$ cat config.mk
export PLATFORM = sky130hd
export DESIGN_NAME = lovers_bec_sequencer
export DESIGN_NICKNAME = d
export VERILOG_FILES = /design/src/rtl/lovers_bec_sequencer.sv
export SDC_FILE = /design/constraint.sdc
export NUM_CORES = 1
export LEC_CHECK = 0
export ABC_AREA = 1
export BUFFER_PORTS_ARGS = -buffer_cell sky130_fd_sc_hd__buf_2
export CAP_MARGIN = 20
export CORE_AREA = 2 2 325 327
export CTS_CLUSTER_DIAMETER = 150
export DETAILED_ROUTE_END_ITERATION = 6
export DIE_AREA = 0 0 327 329
export PLACE_DENSITY = 0.42
export RECOVER_POWER = 50
export SETUP_SLACK_MARGIN = 0.05
export SKIP_LAST_GASP = 1
export SYNTH_ARGS = -nofsm -noshare
export SYNTH_HDL_FRONTEND = slang
export SYNTH_SLANG_ARGS = --single-unit
$ cat constraint.sdc
create_clock -name wb_clk_i -period 17.9 [get_ports wb_clk_i]
set_clock_uncertainty 0.15 [all_clocks]
set_input_delay 1.79 -clock wb_clk_i [delete_from_list [all_inputs] [get_ports wb_clk_i]]
set_output_delay 1.79 -clock wb_clk_i [all_outputs]
set_load 0.01 [all_outputs]
$ cat src/rtl/lovers_bec_sequencer.sv
// lovers_bec_sequencer: host-facing sequencer for the binary-Edwards-curve
// scalar-multiplication core. It fetches NUM_OPER operands from the host and
// loads them into the core one slot at a time. It then runs the core while
// streaming the scalar MSB-first, and captures the result when the core
// reports done. A watchdog bounds the run phase; abort returns to IDLE from
// any active state.
module lovers_bec_sequencer #(
    parameter int DW       = 163,
    parameter int NUM_OPER = 6,
    parameter int KEY_BITS = 163,
    parameter int TIMEOUT  = 1 << 20
) (
    input  logic                wb_clk_i,
    input  logic                wb_rst_i,
    input  logic                start,
    input  logic                abort,
    input  logic [KEY_BITS-1:0] key_in,
    output logic                op_req,
    output logic [2:0]          op_idx,
    input  logic                op_valid,
    input  logic [DW-1:0]       op_data,
    output logic                enable,
    output logic                load_data,
    output logic [2:0]          load_status,
    output logic [DW-1:0]       data_out,
    input  logic                trigLoad,
    output logic                ki,
    input  logic                next_key,
    input  logic [3:0]          becStatus,
    input  logic [DW-1:0]       data_in,
    input  logic                done,
    output logic                busy,
    output logic [DW-1:0]       result,
    output logic                result_valid,
    output logic                timeout_err,
    output logic [3:0]          status
);

    // Bit index must address KEY_BITS positions; the watchdog counter must
    // hold TIMEOUT-1, the value at which it fires on the following edge.
    localparam int BW  = (KEY_BITS > 1) ? $clog2(KEY_BITS) : 1;
    localparam int WDW = (TIMEOUT > 1) ? $clog2(TIMEOUT) : 1;

    localparam logic [BW-1:0]  BIT_TOP   = BW'(KEY_BITS - 1);
    localparam logic [WDW-1:0] WD_LAST   = WDW'((TIMEOUT > 0) ? TIMEOUT - 1 : 0);
    localparam logic [2:0]     SLOT_LAST = 3'(NUM_OPER - 1);
    localparam bit             WD_ON     = (TIMEOUT > 0);

    typedef enum logic [2:0] {
        S_IDLE,
        S_FETCH,
        S_LOAD,
        S_STROBE,
        S_RUN,
        S_FINISH
    } state_t;

    state_t              state;
    logic [KEY_BITS-1:0] key_reg;
    logic [BW-1:0]       bit_idx;
    logic                key_exh;   // bit 0 already consumed; ki forced low
    logic [2:0]          slot;
    logic [WDW-1:0]      wdog;

    // Key bit presented to the core: only meaningful while running, and
    // pinned low once the whole scalar has been consumed.
    assign ki = (state == S_RUN) && !key_exh && key_reg[bit_idx];

    // Main sequencer: operand fetch/load handshake, run control, watchdog
    // and result capture. Abort outranks every other transition.
    always_ff @(posedge wb_clk_i or posedge wb_rst_i) begin
        if (wb_rst_i) begin
            state        <= S_IDLE;
            key_reg      <= '0;
            bit_idx      <= '0;
            key_exh      <= 1'b0;
            slot         <= '0;
            wdog         <= '0;
            op_req       <= 1'b0;
            op_idx       <= '0;
            enable       <= 1'b0;
            load_data    <= 1'b0;
            load_status  <= '0;
            data_out     <= '0;
            busy         <= 1'b0;
            result       <= '0;
            result_valid <= 1'b0;
            timeout_err  <= 1'b0;
        end else if (abort && (state != S_IDLE)) begin
            // timeout_err is left alone so a prior watchdog event stays visible
            state        <= S_IDLE;
            op_req       <= 1'b0;
            enable       <= 1'b0;
            load_data    <= 1'b0;
            busy         <= 1'b0;
            result_valid <= 1'b0;
        end else begin
            case (state)
                S_IDLE: begin
                    if (start) begin
                        key_reg      <= key_in;
                        bit_idx      <= BIT_TOP;
                        key_exh      <= 1'b0;
                        slot         <= '0;
                        op_idx       <= '0;
                        op_req       <= 1'b1;
                        busy         <= 1'b1;
                        result_valid <= 1'b0;
                        timeout_err  <= 1'b0;
                        state        <= S_FETCH;
                    end
                end

                S_FETCH: begin
                    // data_out/load_status are captured here and held through
                    // STROBE so the core sees a stable bus for the whole load.
                    if (op_valid) begin
                        data_out    <= op_data;
                        load_status <= slot;
                        op_req      <= 1'b0;
                        state       <= S_LOAD;
                    end
                end

                S_LOAD: begin
                    if (trigLoad) begin
                        load_data <= 1'b1;
                        state     <= S_STROBE;
                    end
                end

                S_STROBE: begin
                    load_data <= 1'b0;
                    if (slot == SLOT_LAST) begin
                        enable <= 1'b1;
                        wdog   <= '0;
                        state  <= S_RUN;
                    end else begin
                        slot   <= slot + 3'd1;
                        op_idx <= slot + 3'd1;
                        op_req <= 1'b1;
                        state  <= S_FETCH;
                    end
                end

                S_RUN: begin
                    if (done) begin
                        // Capture wins over a coincident next_key; flags are
                        // set on this edge so they read valid during FINISH.
                        result       <= data_in;
                        result_valid <= 1'b1;
                        busy         <= 1'b0;
                        enable       <= 1'b0;
                        state        <= S_FINISH;
                    end else if (WD_ON && (wdog == WD_LAST)) begin
                        timeout_err <= 1'b1;
                        enable      <= 1'b0;
                        busy        <= 1'b0;
                        state       <= S_IDLE;
                    end else begin
                        wdog <= wdog + 1'b1;
                        if (next_key) begin
                            if (bit_idx == '0) begin
                                key_exh <= 1'b1;
                            end else begin
                                bit_idx <= bit_idx - 1'b1;
                            end
                        end
                    end
                end

                S_FINISH: begin
                    state <= S_IDLE;
                end

                default: begin
                    state <= S_IDLE;
                end
            endcase
        end
    end

    // Core status mirror, registered every cycle independent of state.
    always_ff @(posedge wb_clk_i or posedge wb_rst_i) begin
        if (wb_rst_i) begin
            status <= '0;
        end else begin
            status <= becStatus;
        end
    end

endmodule

==> impl_metrics.env, run 1 <==
export IMPL_status="finished with violations"
export IMPL_violations="max-capacitance violations, max-slew violations"
export IMPL_period_minus_slack_ns=8.466
export IMPL_dieArea_sq_um=107600
export IMPL_critPathArrivalTime_ns=8.70
export IMPL_maxSlewHeadroom=-2.321
export IMPL_synth_edf_count=0
export IMPL_fin_area_sq_um=29930
export IMPL_nNetsFinal=3769
export IMPL_seqCellArea_sq_um=13440
export IMPL_critPathLaunchType="input port"
export IMPL_grt_antenna_before_repair=26
export IMPL_ys_seq_elements=537
export IMPL_synth_cells=2450
export IMPL_slew_viol_final=505
export IMPL_fill_cells=11540
export IMPL_fmax_mhz=118.1
export IMPL_clockBufferDepth=3
export IMPL_postLayoutCoreUtil=0.2868
export IMPL_rsz0062_at_grt="false"
export IMPL_async_reset_ff_frac=1.000
export IMPL_fin_cells=4706
export IMPL_placed_area_sq_um=28220
export IMPL_rrSetupSlack_ns=10.09
export IMPL_ios=844
export IMPL_drt_wl_total_um=86480
export IMPL_ant_nets=0
export IMPL_gp_congestion=0.8058
export IMPL_endpoint_kind="flip-flop"
export IMPL_ys_types=46
export IMPL_dp_cells=4581
export IMPL_synth_area_leaders="dfrtp_1, nand2_1, mux2_1"
export IMPL_drive_gt1_frac=0.2069
export IMPL_cts_made_buffers=70
export IMPL_yosysWarnings=0
export IMPL_tightest_slew_ns=4.982
export IMPL_hold_path_class="reg2reg"
export IMPL_cts_repair_resized=0
export IMPL_num_rows=119
export IMPL_vias=19310
export IMPL_yosysTopAreaCellShare=0.5891
export IMPL_cellPowerDensity_nw_per_um2=150.2
export IMPL_cts_tree="yes"
export IMPL_initial_core_util=0.2186
export IMPL_post_cts_buffers=0
export IMPL_slowest_delay_ns=3.69
export IMPL_cts_sinks=537
export IMPL_fin_ws_ns=9.434
export IMPL_grt_usage=0.1564
export IMPL_cp_cell_sequence="clkbuf_1, nand2_1, clkinvlp_2, clkbuf_1, buf_16, nand2_1, o21ai_0"
export IMPL_cts_htree_levels=3
export IMPL_dpl_hpwl_um=63610
export IMPL_grt_max_degree=170
export IMPL_drtPass1Iterations=5
export IMPL_first_global_vias=19930
export IMPL_grt_pass1_wl_um=127900
export IMPL_vias_per_cell=4.103
export IMPL_synth_nets=2956
export IMPL_synth_flop_cell="dfrtp_1"
export IMPL_cts_hold_buf=0
export IMPL_maxCapViolations=8
export IMPL_synth_top_area_cell="dfrtp_1"
export IMPL_drtIter0Drc=926
export IMPL_syn_avg_cell_area_sq_um=9.311
export IMPL_cpMaxStageDelayCell="clkinvlp_2"
export IMPL_hold_slack_ns=0.3176
export IMPL_multi_input_area_sq_um=8112
export IMPL_chipHeight_um=329
export IMPL_tns_ns=0
export IMPL_io_buffers=843
export IMPL_core_sq_um=104400
export IMPL_netlist_area_sq_um=22810
export IMPL_power_mw=4.495
export IMPL_post_drt_wl_per_cell_um=18.38
export IMPL_root_buffer="clkbuf_16"
export IMPL_drc=0
export IMPL_leakage_nw=15.07
export IMPL_pre_cts_ws_ns=12.63
export IMPL_gr_total_overflow=0
export IMPL_critPathMaxFanout=115
export IMPL_finalHoldViolCount=0
export IMPL_worstSetupPathType="in2reg"
export IMPL_area_delta_synth_final_pct=31.21
export IMPL_post_route_period_util=0.4730
export IMPL_ir_drop_mv=0.07069
export IMPL_clk_pin_slew_worst_paths_ns=0.05
export IMPL_setup_viol=0
export IMPL_critical_path_required_ns=18.13
export IMPL_ys_seq_area_frac=0.5891
export IMPL_clock_latency_ns=0.63
export IMPL_die_w_um=327
==> logic make-up (layout without fill, tap and decap cells) <==
logic type                 Yosys count  in the layout  share of synthesized area
buffers and inverters              242           1103                    0.05243
adders and majority gates            5              5                   0.002742
and+or+nand+nor                   1338           1338                     0.2322
DFF                                537            537                     0.5891
other                                0              4                          0
AOI/OAI and AO/OA                  150            150                    0.03724
xor gates and xnor gates            14             14                   0.005375
muxes                              164            164                    0.08096
==> placed cells by master (no fill, tap or decap), types with 11 or more instances in the layout <==
cell,instances
nand2_1,1154
dfrtp_1,536
buf_2,498
clkbuf_1,363
mux2_1,116
inv_1,112
o21ai_0,99
nand3_1,75
clkbuf_16,70
nor2_1,64
mux2_2,48
o211ai_1,27
nand4_1,18
clkbuf_8,17
buf_4,15
xor2_1,13
nor3_1,11
==> cell type report <==
type / count / area share
inverter: 119 / 0.01505
clock inverter: 19 / 0.005936
multi-input combinational: 1671 / 0.2710
timing repair buffer: 864 / 0.1324
antenna: 4 / 0.0003344
sequential: 537 / 0.4491
clock buffer: 101 / 0.06809
tap: 1391 / 0.05814
==> cell usage after synthesis (2+ instances only) <==
library cell,n
nand2_1,1152
dfrtp_1,537
mux2_1,116
inv_1,109
o21ai_0,85
nand3_1,73
nor2_1,60
buf_2,59
mux2_2,48
clkbuf_1,33
o211ai_1,27
nand4_1,18
o21ai_1,18
buf_6,16
xor2_1,13
nor3_1,10
a21oi_1,9
inv_2,9
buf_8,7
ha_1,5
nor2_2,5
buf_1,4
buf_4,4
nor3b_1,4
or2_2,4
nand3b_1,3
o21ai_2,2
o22ai_1,2
==> worst max-delay path, delay by kind of cell <==
family	cells	cell delay [ns]
AOI/OAI and AO/OA	1	0.08
buffers and inverters	4	5.01
and+or+nand+nor	2	1.67
==> path summary, 6_finish.rpt <==
kind / startpoint / endpoint / cells past startpoint
worst max-delay path: start / key_reg[99]$_DFFE_PP0P_ / 7
worst min-delay path: result[65]$_DFFE_PP0P_ / result[65]$_DFFE_PP0P_ / 2
worst max register to register: state[2]$_DFFE_PP0P_ / key_reg[99]$_DFFE_PP0P_ / 7
worst min register to register: result[65]$_DFFE_PP0P_ / result[65]$_DFFE_PP0P_ / 2
max in group asynchronous: wb_rst_i / data_out[65]$_DFFE_PP0P_ / 5
min in group asynchronous: wb_rst_i / status[3]$_DFF_PP0_ / 2
==> where the power goes <==
| part | total (mW) | internal, mW | switching (mW) |
|---|---|---|---|
| Sequential | 1.88 | 1.65 | 0.230 |
| Combinational | 1.24 | 0.472 | 0.763 |
| Clock | 1.38 | 0.818 | 0.565 |
| Total | 4.49 | 2.94 | 1.56 |
==> layer usage <==
layer,track usage,up-vias,part of all wire
met1,0.1962,9274,0.42
li1,-,9351,-
met5,0,-,0.0020
met4,0.04059,28,0.022
met2,0.2631,514,0.49
met3,0.04547,143,0.065
Power figures use the tool's default switching activity.
==> inputs of run 2 (changes only) <==
Settings changed: CORE_AREA 2 2 325 327 to 2 2 327 329, DIE_AREA 0 0 327 329 to 0 0 329 331, PLACE_DENSITY 0.42 to 0.41.
Clock period 17.9 ns to 8.6 ns, I/O delays scaled along.
==> run 2 against run 1 <==
Sequential power rose by 110%. Register-to-register slack got worse by 6.6 ns. Cell count increased by 0.15%. The flow still finishes with violations (max-capacitance violations, max-slew violations). Critical endpoint is now data_out[79]$_DFFE_PP0P_. Global-route usage down 0.089 points. Die area up 1.2%. Highest routed layer unchanged. First-iteration DRC count rose by 19%. Non-clock buffer count decreased by 1. Total power is 110% higher. Combinational power increased by 110%.
==> impl_metrics.env, run 2 (synthesis gave the netlist of run 1 again) <==
export IMPL_post_drt_wl_per_cell_um=18.56
export IMPL_tns_ns=0
export IMPL_critPathArrivalTime_ns=4.96
export IMPL_num_rows=119
export IMPL_ios=844
export IMPL_gr_total_overflow=0
export IMPL_grt_pass1_wl_um=127000
export IMPL_maxCapViolations=3
export IMPL_p_comb_frac=0.273
export IMPL_layout_cells_most_common="nand2_1"
export IMPL_r2r_end="result[48]$_DFFE_PP0P_"
export IMPL_leakage_nw=15.12
export IMPL_drt_wl_total_um=87490
export IMPL_grt_max_degree=164
export IMPL_cts_htree_levels=3
export IMPL_mostFrequentLayoutCells="nand2_1, dfrtp_1, buf_2"
export IMPL_chipHeight_um=331
export IMPL_p_sw_mw=3.266
export IMPL_cpMaxStageDelayCell="clkbuf_2"
export IMPL_slew_viol_final=230
export IMPL_ir_drop_mv=0.1970
export IMPL_fmax_mhz=185.8
export IMPL_area_delta_synth_final_pct=31.84
export IMPL_finalHoldViolCount=0
export IMPL_holdPathEnd="status[0]$_DFF_PP0_"
export IMPL_cts_tree="yes"
export IMPL_hold_path_depth=1
export IMPL_pre_cts_ws_ns=4.554
export IMPL_pwr_share_seq=0.414
export IMPL_ant_nets=0
export IMPL_dieArea_sq_um=108900
export IMPL_power_internal_mw=6.160
export IMPL_cp_cell_sequence="buf_2, clkinvlp_2, clkbuf_2"
export IMPL_rrSetupSlack_ns=3.47
export IMPL_fill_cells=11550
export IMPL_p_clk_frac=0.313
export IMPL_clk_pin_slew_worst_paths_ns=0.06
export IMPL_nNetsFinal=3767
export IMPL_post_route_period_util=0.6257
export IMPL_rr_startpoint="state[0]$_DFFE_PP0P_"
export IMPL_slowest_delay_ns=2.83
export IMPL_post_cts_buffers=0
export IMPL_fin_ws_ns=3.219
export IMPL_critPathMaxFanout=163
export IMPL_initial_core_util=0.2173
export IMPL_cts_sinks=537
export IMPL_switching_share=0.3465
export IMPL_grt_antenna_before_repair=29
export IMPL_setup_viol=0
export IMPL_rsz0062_at_grt="false"
export IMPL_reg2regPathDepth=12
export IMPL_drive_gt1_frac=0.2112
export IMPL_cts_made_buffers=69
export IMPL_gp_congestion=0.8093
export IMPL_vias=19230
export IMPL_critPathLaunchType="input port"
export IMPL_drc=0
export IMPL_cts_hold_buf=0
export IMPL_cellPowerDensity_nw_per_um2=313.4
export IMPL_grt_usage=0.1555
export IMPL_die_w_um=329
export IMPL_root_buffer="clkbuf_16"
export IMPL_hold_path_class="in2reg"
export IMPL_clockBufferDepth=3
export IMPL_endpoint_kind="async pin"
export IMPL_hp_start="becStatus[0]"
export IMPL_violations="max-capacitance violations, max-slew violations"
export IMPL_core_sq_um=105000
export IMPL_clock_latency_ns=0.61
export IMPL_critical_path_required_ns=8.17
export IMPL_maxSlewHeadroom=-1.839
export IMPL_vias_per_cell=4.080
export IMPL_period_minus_slack_ns=5.381
export IMPL_first_global_vias=19610
export IMPL_postLayoutCoreUtil=0.2865
export IMPL_cts_repair_resized=0
export IMPL_dpl_hpwl_um=64430
export IMPL_drtIter0Drc=1103
export IMPL_io_buffers=843
export IMPL_worstSetupPathType="in2async"
export IMPL_drtPass1Iterations=5
export IMPL_tightest_slew_ns=4.259
export IMPL_status="finished with violations"
export IMPL_hold_slack_ns=0.2024
run 2: changes by cell type in the layout (fill, tap and decap cells not counted), moves of 3 or more:
cell,delta
bufinv_16,+3
clkbuf_1,-4
diode_2,+8
buf_2,+4
inv_2,+5
clkbuf_8,-7
inv_1,-4
o21ai_1,+13
nand2_1,-3
o21ai_0,-14
run 2: through the flow:
stage          power [mW]  instance area, sq um  std cells
6_report            9.426                 30080       4713
5_1_grt             10.11                 30060       4708
4_1_cts             9.761                 30540       4701
3_5_place_dp        6.712                 28260       4581
3_3_place_gp        6.711                 28260       4581
2_1_floorplan       5.472                 22820       2450
run 2: final cells by class:
class | count | area (sq um) | share of cell area
flip-flops and latches | 537 | 13440 | 0.4469
multi-input cells | 1671 | 8157 | 0.2712
repair buffers | 863 | 3974 | 0.1321
clock buffers | 99 | 2003 | 0.06660
well taps | 1391 | 1740 | 0.05787
inverters | 119 | 455.4 | 0.01514
clock inverters | 21 | 275.3 | 0.009152
diodes | 12 | 30.03 | 0.0009984
run 2: routing by layer:
layer | global-route usage | part of all wire | vias up
li1 | - | - | 9354
met1 | 0.1924 | 0.41 | 9174
met2 | 0.2574 | 0.49 | 552
met3 | 0.04754 | 0.071 | 128
met4 | 0.05172 | 0.026 | 20
met5 | 0 | 0.0014 | -
run 2: power by group through the flow:
| stage | logic (mW) | clock network [mW] | registers, mW |
|---|---|---|---|
| 3_3_place_gp | 2.79 | 0 | 3.93 |
| 3_5_place_dp | 2.78 | 0 | 3.93 |
| 6_report | 2.57 | 2.95 | 3.91 |
| 5_1_grt | 2.91 | 3.18 | 4.02 |
| 2_1_floorplan | 1.39 | 0 | 4.08 |
| 4_1_cts | 2.80 | 3.07 | 3.90 |
run 2: worst max path at each step:
stage,slack (ns),depth (start not counted),start,end
floorplan,0.29,1,wb_rst_i,bit_idx[0]$_DFFE_PP0P_
global placement,4.61,12,state[0]$_DFFE_PP0P_,result[40]$_DFFE_PP0P_
detailed placement,4.55,12,state[0]$_DFFE_PP0P_,result[48]$_DFFE_PP0P_
CTS,4.03,15,bit_idx[0]$_DFFE_PP0P_,ki
global route,2.35,3,wb_rst_i,data_out[149]$_DFFE_PP0P_
finish,3.22,3,wb_rst_i,data_out[79]$_DFFE_PP0P_
run 2: critical path, delay by kind of cell:
family                 cells  cell delay, ns
buffers and inverters      3            3.64
